`src/rtl/pixel_job_sequencer.sv`:
```
// rtl/pixel_job_sequencer.sv - job sequencer driving raster scans for the pixel datapath
//
// Accepts BRIGHTNESS(0)/GRAYSCALE(1)/ROTATE(2) jobs over a valid/ready handshake.
// For each job it latches the image dimensions, then issues a row-major scan of
// row/column addresses with writer backpressure. It also pulses frame start/done
// markers.
//
// Build option: define JOB_QUEUE_EN for a QUEUE_DEPTH-entry job FIFO that accepts jobs
// while busy. Otherwise a single pending-job register accepts jobs only when idle.
//
// Ports:
//   clk_i, rst_ni                  clock (rising edge), asynchronous active-low reset
//   job_valid_i/job_opcode_i       job request; job_ready_o accepts it
//   img_width_i/img_height_i       image dimensions from the reader, latched at LOAD
//   stall_i                        writer backpressure, holds the scan position
//   opcode_o                       operation presented to processing
//   scan_row_o/scan_col_o          current pixel address, qualified by pix_valid_o
//   frame_start_o/frame_done_o     frame markers
//   busy_o                         sequencer not idle
//   err_opcode_o                   pulse after a rejected opcode-3 job
module pixel_job_sequencer #(
    parameter int DIM_W        = 12,
    parameter int QUEUE_DEPTH  = 4,
    parameter int DRAIN_CYCLES = 2
) (
    input  logic             clk_i,
    input  logic             rst_ni,
    input  logic             job_valid_i,
    input  logic [1:0]       job_opcode_i,
    output logic             job_ready_o,
    input  logic [DIM_W-1:0] img_width_i,
    input  logic [DIM_W-1:0] img_height_i,
    input  logic             stall_i,
    output logic [1:0]       opcode_o,
    output logic [DIM_W-1:0] scan_row_o,
    output logic [DIM_W-1:0] scan_col_o,
    output logic             pix_valid_o,
    output logic             frame_start_o,
    output logic             frame_done_o,
    output logic             busy_o,
    output logic             err_opcode_o
);
    typedef enum logic [2:0] {S_IDLE, S_LOAD, S_SCAN, S_DRAIN, S_DONE} state_e;

    localparam int DCW = (DRAIN_CYCLES > 1) ? $clog2(DRAIN_CYCLES) : 1;

    state_e           state_q;
    logic [1:0]       opcode_q;
    logic [DIM_W-1:0] width_q, height_q, row_q, col_q;
    logic [DCW-1:0]   drain_q;
    logic             err_q;
    logic             ready_en_q;   // keeps job_ready_o low until the first edge after reset

    logic             job_accept, job_push, job_pop, job_pending;
    logic [1:0]       head_op;
    logic             col_last, row_last;

    assign job_accept = job_valid_i && job_ready_o;
    // Opcode 3 is consumed by the handshake but never becomes a job.
    assign job_push   = job_accept && (job_opcode_i != 2'd3);
    assign job_pop    = (state_q == S_LOAD);

`ifdef JOB_QUEUE_EN
    localparam int QW = $clog2(QUEUE_DEPTH);

    logic [1:0]  q_mem_q [QUEUE_DEPTH];
    logic [QW-1:0] q_wr_q, q_rd_q;
    logic [QW:0]   q_cnt_q, q_cnt_d;

    assign q_cnt_d     = q_cnt_q + (QW+1)'(job_push) - (QW+1)'(job_pop);
    assign job_pending = (q_cnt_q != '0);
    assign head_op     = q_mem_q[q_rd_q];
    assign job_ready_o = ready_en_q && (q_cnt_q != (QW+1)'(QUEUE_DEPTH));

    always_ff @(posedge clk_i) begin
        if (job_push) begin
            q_mem_q[q_wr_q] <= job_opcode_i;
        end
    end

    always_ff @(posedge clk_i or negedge rst_ni) begin
        if (!rst_ni) begin
            q_wr_q  <= '0;
            q_rd_q  <= '0;
            q_cnt_q <= '0;
        end else begin
            if (job_push) q_wr_q <= q_wr_q + 1'b1;
            if (job_pop)  q_rd_q <= q_rd_q + 1'b1;
            q_cnt_q <= q_cnt_d;
        end
    end
`else
    logic       pend_valid_q;
    logic [1:0] pend_op_q;

    assign job_pending = pend_valid_q;
    assign head_op     = pend_op_q;
    assign job_ready_o = ready_en_q && (state_q == S_IDLE) && !pend_valid_q;

    // Push and pop never coincide: a push requires IDLE, a pop happens in LOAD.
    always_ff @(posedge clk_i or negedge rst_ni) begin
        if (!rst_ni) begin
            pend_valid_q <= 1'b0;
            pend_op_q    <= 2'd0;
        end else if (job_push) begin
            pend_valid_q <= 1'b1;
            pend_op_q    <= job_opcode_i;
        end else if (job_pop) begin
            pend_valid_q <= 1'b0;
        end
    end
`endif

    assign col_last = (col_q == width_q - DIM_W'(1));
    assign row_last = (row_q == height_q - DIM_W'(1));

    always_ff @(posedge clk_i or negedge rst_ni) begin
        if (!rst_ni) begin
            state_q    <= S_IDLE;
            opcode_q   <= 2'd0;
            width_q    <= '0;
            height_q   <= '0;
            row_q      <= '0;
            col_q      <= '0;
            drain_q    <= '0;
            err_q      <= 1'b0;
            ready_en_q <= 1'b0;
        end else begin
            ready_en_q <= 1'b1;
            err_q      <= job_accept && (job_opcode_i == 2'd3);
            case (state_q)
                S_IDLE: begin
                    if (job_pending) state_q <= S_LOAD;
                end
                S_LOAD: begin
                    opcode_q <= head_op;
                    width_q  <= img_width_i;
                    height_q <= img_height_i;
                    row_q    <= '0;
                    col_q    <= '0;
                    if (img_width_i == '0 || img_height_i == '0) begin
                        state_q <= S_DONE;
                    end else begin
                        state_q <= S_SCAN;
                    end
                end
                S_SCAN: begin
                    if (!stall_i) begin
                        if (col_last) begin
                            col_q <= '0;
                            if (row_last) begin
                                // Park at (0,0) so counters stay inside the frame.
                                row_q   <= '0;
                                drain_q <= '0;
                                state_q <= S_DRAIN;
                            end else begin
                                row_q <= row_q + DIM_W'(1);
                            end
                        end else begin
                            col_q <= col_q + DIM_W'(1);
                        end
                    end
                end
                S_DRAIN: begin
                    if (drain_q == DCW'(DRAIN_CYCLES - 1)) begin
                        state_q <= S_DONE;
                    end else begin
                        drain_q <= drain_q + DCW'(1);
                    end
                end
                S_DONE: begin
                    state_q <= job_pending ? S_LOAD : S_IDLE;
                end
                default: state_q <= S_IDLE;
            endcase
        end
    end

    assign opcode_o      = opcode_q;
    assign scan_row_o    = row_q;
    assign scan_col_o    = col_q;
    assign pix_valid_o   = (state_q == S_SCAN) && !stall_i;
    assign frame_start_o = pix_valid_o && (row_q == '0) && (col_q == '0);
    assign frame_done_o  = (state_q == S_DONE);
    assign busy_o        = (state_q != S_IDLE);
    assign err_opcode_o  = err_q;
endmodule

```
`config.mk`:
```
export PLATFORM = sky130hd
export DESIGN_NAME = pixel_job_sequencer
export DESIGN_NICKNAME = d
export VERILOG_FILES = /design/src/rtl/pixel_job_sequencer.sv
export SDC_FILE = /design/constraint.sdc
export NUM_CORES = 1
export LEC_CHECK = 0
export BUFFER_PORTS_ARGS = -buffer_cell sky130_fd_sc_hd__buf_2
export CORE_MARGIN = 10
export CORE_UTILIZATION = 50
export CTS_CLUSTER_DIAMETER = 120
export DETAILED_ROUTE_END_ITERATION = 12
export PLACE_DENSITY = 0.76
export SLEW_MARGIN = 0
export SYNTH_ARGS = -nofsm -noshare
export SYNTH_HDL_FRONTEND = slang
export SYNTH_SLANG_ARGS = --single-unit
```
`constraint.sdc`:
```
create_clock -name clk_i -period 3.8 [get_ports clk_i]
set_clock_uncertainty 0.15 [all_clocks]
set_input_delay 0.57 -clock clk_i [delete_from_list [all_inputs] [get_ports clk_i]]
set_output_delay 0.57 -clock clk_i [all_outputs]
set_load 0.05 [all_outputs]
```
* After elaboration in Yosys (flattened, before gate mapping)
Index checks and enable logic that the tools add are counted.
** Word-level totals
- Output and inout bits :: 32
- Word-level logic and storage cells :: 75
- Input port bits :: 30
- Bits in registers :: 59
** Cells by class
- Equality and inequality tests :: 13
- Mux-type cells :: 22
- Reductions and logical operators :: 24
- Add/sub/neg operators :: 5
** Operators by type and width (number)
- 2-to-1 mux 12 bit :: 5
- zero test 12 bit :: 4
- one-hot mux 12 bit (2 select lines) :: 2
- adder 12 x 1 -> 12 bit (second input constant) :: 2
- == test 12 bit :: 2
- subtractor 12 x 1 -> 12 bit (second input constant) :: 2
- 2-to-1 mux 3 bit :: 6
- one-hot mux 3 bit (5 select lines) :: 1
- inequality test 2 bit (second input constant) :: 6
- logical AND 1 bit :: 8
- 2-to-1 mux 1 bit :: 7
- == test 3 x 2 -> 1 bit (second input constant) :: 2
- nonzero test 2 bit :: 3
- AND reduction 5 bit :: 1
- AND reduction 4 bit :: 1
- == test 3 x 1 -> 1 bit (second input constant) :: 1
- == test 3 bit (second input constant) :: 1
- zero test 3 bit :: 1
- AND reduction 3 bit :: 1
- nonzero test 3 bit :: 1
- == test 2 bit (second input constant) :: 1
- zero test 1 bit :: 2
- one-hot mux 1 bit (2 select lines) :: 1
- AND reduction 2 bit :: 1
- other kinds (2) :: 2

* Logic depth before layout (Yosys ltp)
Gate-level depths: netlist (run 1).
- Word-level depth :: 6
- Gate-level depth with buffers :: 10

* Worst setup path after synthesis (run 1)
Ideal clock, no wire load.
- Path kind :: input to output
- From :: input stall_i
- To :: output frame_start_o
- Path slack :: 741 ps
- Data required time :: 3080 ps
- Data arrival time :: 2339 ps
- Buffers on the path :: 0
- Stages :: 2
- Path through :: or4b_2 nor3_1
** On the way
- Word-level cells in the longest chain between the ends :: 4
** RTL lines
- from (decl) :: RTL line 33 : input logic stall_i,
- zero test 1 bit :: RTL line 182 : assign pix_valid_o = (state_q == S_SCAN) && !stall_i;
- logical AND 1 bit :: RTL line 182
- logical AND 1 bit (2 in a row) :: RTL line 183 : assign frame_start_o = pix_valid_o && (row_q == '0) && (col_q == '0);
- to (decl) :: RTL line 38 : output logic frame_start_o,
No other way between the ends.

* Worst setup path in the final report (run 1)
- From :: register width_q[0]
- To :: register col_q[0] (netlist: scan_col_o[0])
** On the way
- Word-level cells in the longest chain between the ends :: 5
** RTL lines
- from (decl) :: RTL line 49 : logic [DIM_W-1:0] width_q, height_q, row_q, col_q;
- from (signal assigned) :: RTL line 137 : width_q <= img_width_i;
- subtractor 12 x 1 -> 12 bit :: RTL line 114 : assign col_last = (col_q == width_q - DIM_W'(1));
- == test 12 bit :: RTL line 114
- 2-to-1 mux 12 bit :: RTL line 149 : if (col_last) begin
- 2-to-1 mux 12 bit :: RTL line 148 : if (!stall_i) begin
- one-hot mux 12 bit (2 select lines) :: RTL line 131 : case (state_q)
- to (signal assigned) :: RTL line 160 : col_q <= col_q + DIM_W'(1);
- to (decl) :: RTL line 49
No other way between the ends. The select of a mux whose other input is x is not followed.
A chain may end at the register's enable or synchronous reset.

==> key figures, run 1 <==
Run status
  • Status: complete, no violations

Placement
  • GPL Wtd Cong: 0.876
  • IO Port Bufs: 61
  • Placed insts: 566
  • Final HPWL DP: 7150 microns

Synth
  • Synth cell types: 64
  • Top FF cell, synth: dfrtp_1
  • Post-synth EDFFs: 0
  • Cells after synthesis: 424
  • Mean area per synthesized cell: 8.62 sq um
  • Ys Warns: 0
  • Cell Area, Synth: 0.00365 sq mm
  • Post-synthesis sequential area ratio: 0.404
  • Top-area cell type share of the netlist area: 0.404
  • Post-synthesis register bit count: 59
  • Syn Nets: 460
  • Area contributors post-synth: dfrtp_1, nand2_1, xnor2_1, xor2_1, nor4_1
  • Yosys top cell by area: dfrtp_1
  • Synth async-reset ratio: 1.00

Critical path
  • Critical path's slowest cell: or4b_2
  • Cell Chain, Critical Path: inv_1 > ha_1 > or4b_2 > o221ai_1 > nor3b_1 > nand2_1 > and3_1 > nor3_2 > mux2_2
  • Type of origin of the critical path: flip-flop
  • Worst path max stage delay: 0.65 ns
  • CP Max Fanout: 12
  • Required @ worst endpoint: 3.93 ns
  • CP arrival: 3.27 ns
  • Reg-to-Reg End: scan_col_o[0]
  • Reg2reg start: width_q[0]
  • Crit end category: flip-flop
  • Worst Path Class, Setup: reg -> reg
  • Reg2reg path depth: 9
  • Internal reg-to-reg setup slack: 0.66 ns

Final layout
  • Layout fillers: 652
  • Share of cells above drive strength 1: 0.201
  • Layout net count: 514
  • Area delta synth->final: 15.9%
  • ANT cells: 0
  • Leading cell type in the layout, fill and taps excluded: nand2_1
  • Non-Filler Instances: 582
  • Most frequent cells in the layout: nand2_1, buf_2, dfrtp_1, nor2_1, nand3_1

Route
  • First-pass DRT Iterations: 4
  • Routed Antenna Nets: 0
  • Final WL: 9640 microns
  • Via/cell ratio: 5.70
  • Drt first-iter violations: 137
  • WL/cell: 16.6 microns
  • DRC: 0
  • DR vias: 3317

Timing
  • Final worst path period share: 0.825
  • RSZ-0062 raised after global routing: false
  • Final setup fails: 0
  • Fin crit period: 3.14 ns
  • Max Freq: 0.319 GHz
  • Slew HR: 0.304
  • Slew @ Worst Pin: 1.04 ns
  • Final slew viol count: 0
  • TNS Setup: 0 ns
  • Final hold vios: 0

Power and ir drop
  • Pwr Density: 809 mW/mm^2
  • Max IR drop VDD: 0.000404 V
  • Leakage: 2.00 nW

Clock network
  • Worst skew pair latency: 0.34 ns
  • Hold Buf Count CTS: 0
  • # clock sinks: 59
  • Clock transition at path regs: 0.07 ns
  • Post-CTS Repair Setup Buffers: 0
  • CTS buffer count: 9
  • CTS tree: done
  • H-tree depth: 3
  • CTS-repair resized insts: 0
  • Clk buf depth: 2
  • CTS root buf: clkbuf_8

Run
  • Max-Cap Viols: 0

Floorplanning
  • Ports: 62
  • Row cnt: 31
  • Die Wd: 105 microns
  • Core area: 0.00718 sq mm
  • Die H: 105 microns
  • Starting Density: 0.509
  • Die area: 0.0111 sq mm

Min path
  • HP Class: in -> async

Global route
  • GRT Overall Usage: 0.176
  • Number of global-route vias before repair: 3294
  • First-pass GRT wire length: 16100 microns
  • Pin count of the biggest net entering global routing: 46
  • GRT Residual Overflow: 0
  • Initial antenna violation count: 0
[cells by family (layout without fill, tap and decap cells)]
family	after synthesis	after routing	synth area share
AND/OR/NAND/NOR	217	217	0.308
flip-flops	59	59	0.404
multiplexers	3	3	0.00856
AO/OA/AOI/OAI	68	68	0.136
other	1	1	0.00103
XOR/XNOR	32	32	0.0767
buffers and inverters	37	96	0.0421
adder cells (fa/ha/maj)	7	7	0.0233
[synth_stat cells, drive strengths merged, types with 2 or more instances]
cell,n
or3b,3
and4,2
ha,6
dfrtp,59
a32o,2
and3,10
a22o,5
buf,5
nand3,20
clkbuf,15
nor3b,4
nor4bb,2
o311ai,2
o31ai,5
a211oi,7
xor2,16
nand3b,6
nor3,11
o21ai,20
xnor2,16
o211ai,2
nand2b,2
a21o,6
a21oi,5
nor4,20
mux2i,2
nand4,11
nor4b,2
a31oi,4
inv,17
or4,4
and2,4
nand2,80
or4b,2
nor2,30
[power by group]
group          internal, mW  leakage [nW]  total [mW]  switching [mW]
logic                 0.596          1.13        1.62            1.03
clock network         0.401         0.119       0.648           0.247
registers             0.837         0.746        1.16           0.322
total                  1.83          2.00        3.43            1.59
[state kept, by name (all words and copies together), names as in the netlist]
register,flops
scan_row_o,12
state_q,3
scan_col_o,12
opcode_o,2
drain_q,1
ready_en_q,1
head_op,2
width_q,12
height_q,12
job_pending,1
err_opcode_o,1
[per-stage QoR]
step	total power, mW	hold slack [ns]	utilization	worst slack (ns)	instance area (sq um)
2_1_floorplan	2.41	0.124	-	0.741	3650
3_3_place_gp	2.73	0.309	0.559	0.717	4010
3_5_place_dp	2.79	0.312	0.559	0.650	4010
4_1_cts	3.45	0.264	0.590	0.702	4240
5_1_grt	3.69	0.266	0.590	0.464	4240
6_report	3.43	0.259	0.590	0.663	4240
[metal layers]
| metal | global-route usage | wire [microns] | vias to the layer above |
|---|---|---|---|
| met2 | 0.289 | 4730 | 76 |
| met4 | 0.0532 | 114 | 0 |
| li1 | - | - | 1622 |
| met3 | 0.0609 | 607 | 7 |
| met5 | 0 | 0 | - |
| met1 | 0.213 | 4190 | 1612 |
[critical path, delay by kind of cell (launching register included)]
family / cells / cell delay [ns]
AOI/OAI and AO/OA: 1 / 0.19
muxes: 1 / 0.25
buffers and inverters: 1 / 0.09
adders and majority gates: 1 / 0.23
and+or+nand+nor: 5 / 1.75
DFF: 1 / 0.41
[area by class of cell]
class	instances	area, sq um	area share
clock buffer	11	151	0.0357
clock inverter	5	75.1	0.0177
inverter	17	63.8	0.0151
multi-input combinational	328	2020	0.478
sequential	59	1480	0.349
tap	99	124	0.0292
timing repair buffer	63	320	0.0756
[worst max path at each step]
| stage | start | to |
|---|---|---|
| 6_report | width_q[0] | scan_col_o[0] |
| 5_1_grt | height_q[3] | scan_row_o[2] |
| 4_1_cts | height_q[3] | scan_row_o[2] |
| 3_5_place_dp | stall_i | scan_col_o[11] |
| 3_3_place_gp | width_q[0] | scan_col_o[4] |
| 2_1_floorplan | stall_i | frame_start_o |
(Power assumes the default switching activity.)
==> inputs of run 2 (changes only) <==
==> constraint.sdc (replaced) <==
create_clock -name clk_i -period 3.3 [get_ports clk_i]
set_clock_uncertainty 0.15 [all_clocks]
set_input_delay 0.495 -clock clk_i [delete_from_list [all_inputs] [get_ports clk_i]]
set_output_delay 0.495 -clock clk_i [all_outputs]
set_load 0.05 [all_outputs]
==> run 2 against run 1 <==
Die area did not move. Utilization rose by 0.92 points. Count of clock-buffer cells in the layout did not move. Sequential power rose by 16%. Power rose by 21%. Sequential share of layout area fell by 0.54 points. Via count rose by 2.7%.
==> key figures, run 2 (synthesis results as in run 1) <==
Run status
  • Status: complete, no violations

Clock network
  • CTS root buf: clkbuf_8
  • Clock transition at path regs: 0.07 ns
  • Hold Buf Count CTS: 0
  • CTS buffer count: 9
  • Clk buf depth: 2
  • Worst skew pair latency: 0.34 ns
  • # clock sinks: 59
  • CTS tree: done
  • H-tree depth: 3
  • CTS-repair resized insts: 0
  • Post-CTS Repair Setup Buffers: 0

Global route
  • Pin count of the biggest net entering global routing: 46
  • GRT Overall Usage: 0.182
  • Initial antenna violation count: 0
  • First-pass GRT wire length: 16700 microns
  • GRT Residual Overflow: 0
  • Number of global-route vias before repair: 3391

Final layout
  • Most frequent cells in the layout: nand2_1, buf_2, dfrtp_1, nor2_1, nand3_1
  • Share of cells above drive strength 1: 0.203
  • Layout net count: 518
  • Leading cell type in the layout, fill and taps excluded: nand2_1
  • ANT cells: 0
  • Layout fillers: 646
  • Area delta synth->final: 17.7%

Route
  • Via/cell ratio: 5.81
  • Final WL: 10100 microns
  • Routed Antenna Nets: 0
  • Drt first-iter violations: 195
  • WL/cell: 17.3 microns
  • DR vias: 3405
  • DRC: 0
  • First-pass DRT Iterations: 4

Power and ir drop
  • Pwr Density: 963 mW/mm^2
  • Final Power: 4.14 mW
  • Leakage: 2.02 nW
  • Max IR drop VDD: 0.000419 V

Timing
  • Final worst path period share: 0.929
  • Slew HR: 0.280
  • Post-route setup slack: 0.233 ns
  • Final hold vios: 0
  • TNS Setup: 0 ns
  • Final setup fails: 0
  • Fin crit period: 3.07 ns
  • Slew @ Worst Pin: 1.08 ns
  • RSZ-0062 raised after global routing: false
  • Max Freq: 0.326 GHz
  • Final slew viol count: 0

Floorplanning
  • Die Wd: 105 microns
  • Die area: 0.0111 sq mm
  • Core area: 0.00718 sq mm
  • Starting Density: 0.509
  • Ports: 62
  • Die H: 105 microns
  • Row cnt: 31

Critical path
  • Kind of cell adding the most delay to the critical path: simple AND/OR/NAND/NOR gates
  • Required @ worst endpoint: 3.38 ns
  • Crit path buf inv count: 1
  • Worst Path Class, Setup: reg -> reg
  • Type of origin of the critical path: flip-flop
  • CP arrival: 3.15 ns
  • Critical path's slowest cell: or4b_2
  • Crit end category: flip-flop
  • Cell Chain, Critical Path: inv_1 > ha_1 > or4b_2 > o221ai_1 > nor3b_1 > nand2_1 > and3_1 > and4_2 > a211o_1
  • Worst path max stage delay: 0.67 ns
  • CP Max Fanout: 12

Placement
  • GPL Wtd Cong: 0.931
  • Worst slack, placed: 0.238 ns
  • Final HPWL DP: 7330 microns
  • IO Port Bufs: 61

Min path
  • HP Class: in -> async

Run
  • Max-Cap Viols: 0
## run 2: cell types whose count changed in the layout (fill, tap and decap cells not counted), sizes merged
cell,change
clkinv,-2
bufinv,+2
buf,+4
## run 2: where the power goes
group,total (mW),switching (mW),internal (mW)
Sequential,1.34,0.376,0.963
Clock,0.878,0.301,0.578
Combinational,1.93,1.22,0.711
## run 2: worst paths after layout
kind,endpoint,cells after the start,slack (ns),start
max reg2reg,state_q[0],9,0.23,width_q[0]
min in group clk_i,height_q[7],3,0.21,img_height_i[7]
min reg2reg,opcode_o[1],2,0.33,opcode_o[1]
max in group asynchronous,scan_col_o[11],2,2.10,rst_ni
min,scan_row_o[3],1,0.18,rst_ni
max,state_q[0],9,0.23,width_q[0]
## run 2: routing by layer
metal	wire length [microns]	global-route usage
met1	4430	0.224
met2	4870	0.299
met3	585	0.0414
met4	233	0.0764
met5	0	0
## run 2: per-stage QoR
step                      instances  instance area [sq um]  hold slack, ns   util
after floorplan                 424                   3650          0.0494      -
after global placement          570                   4040           0.309  0.563
after global routing            586                   4300           0.215  0.599
final                           586                   4300           0.176  0.599
after CTS                       586                   4300           0.205  0.599
after detailed placement        570                   4040           0.315  0.563
## run 2: final cells by class
type,count,area [sq um],area share
Clock buffer,11,131,0.0305
Sequential cell,59,1480,0.343
Timing Repair Buffer,67,350,0.0814
Inverter,17,63.8,0.0148
Tap cell,99,124,0.0288
Multi-Input combinational cell,328,2030,0.472
Clock inverter,5,125,0.0291
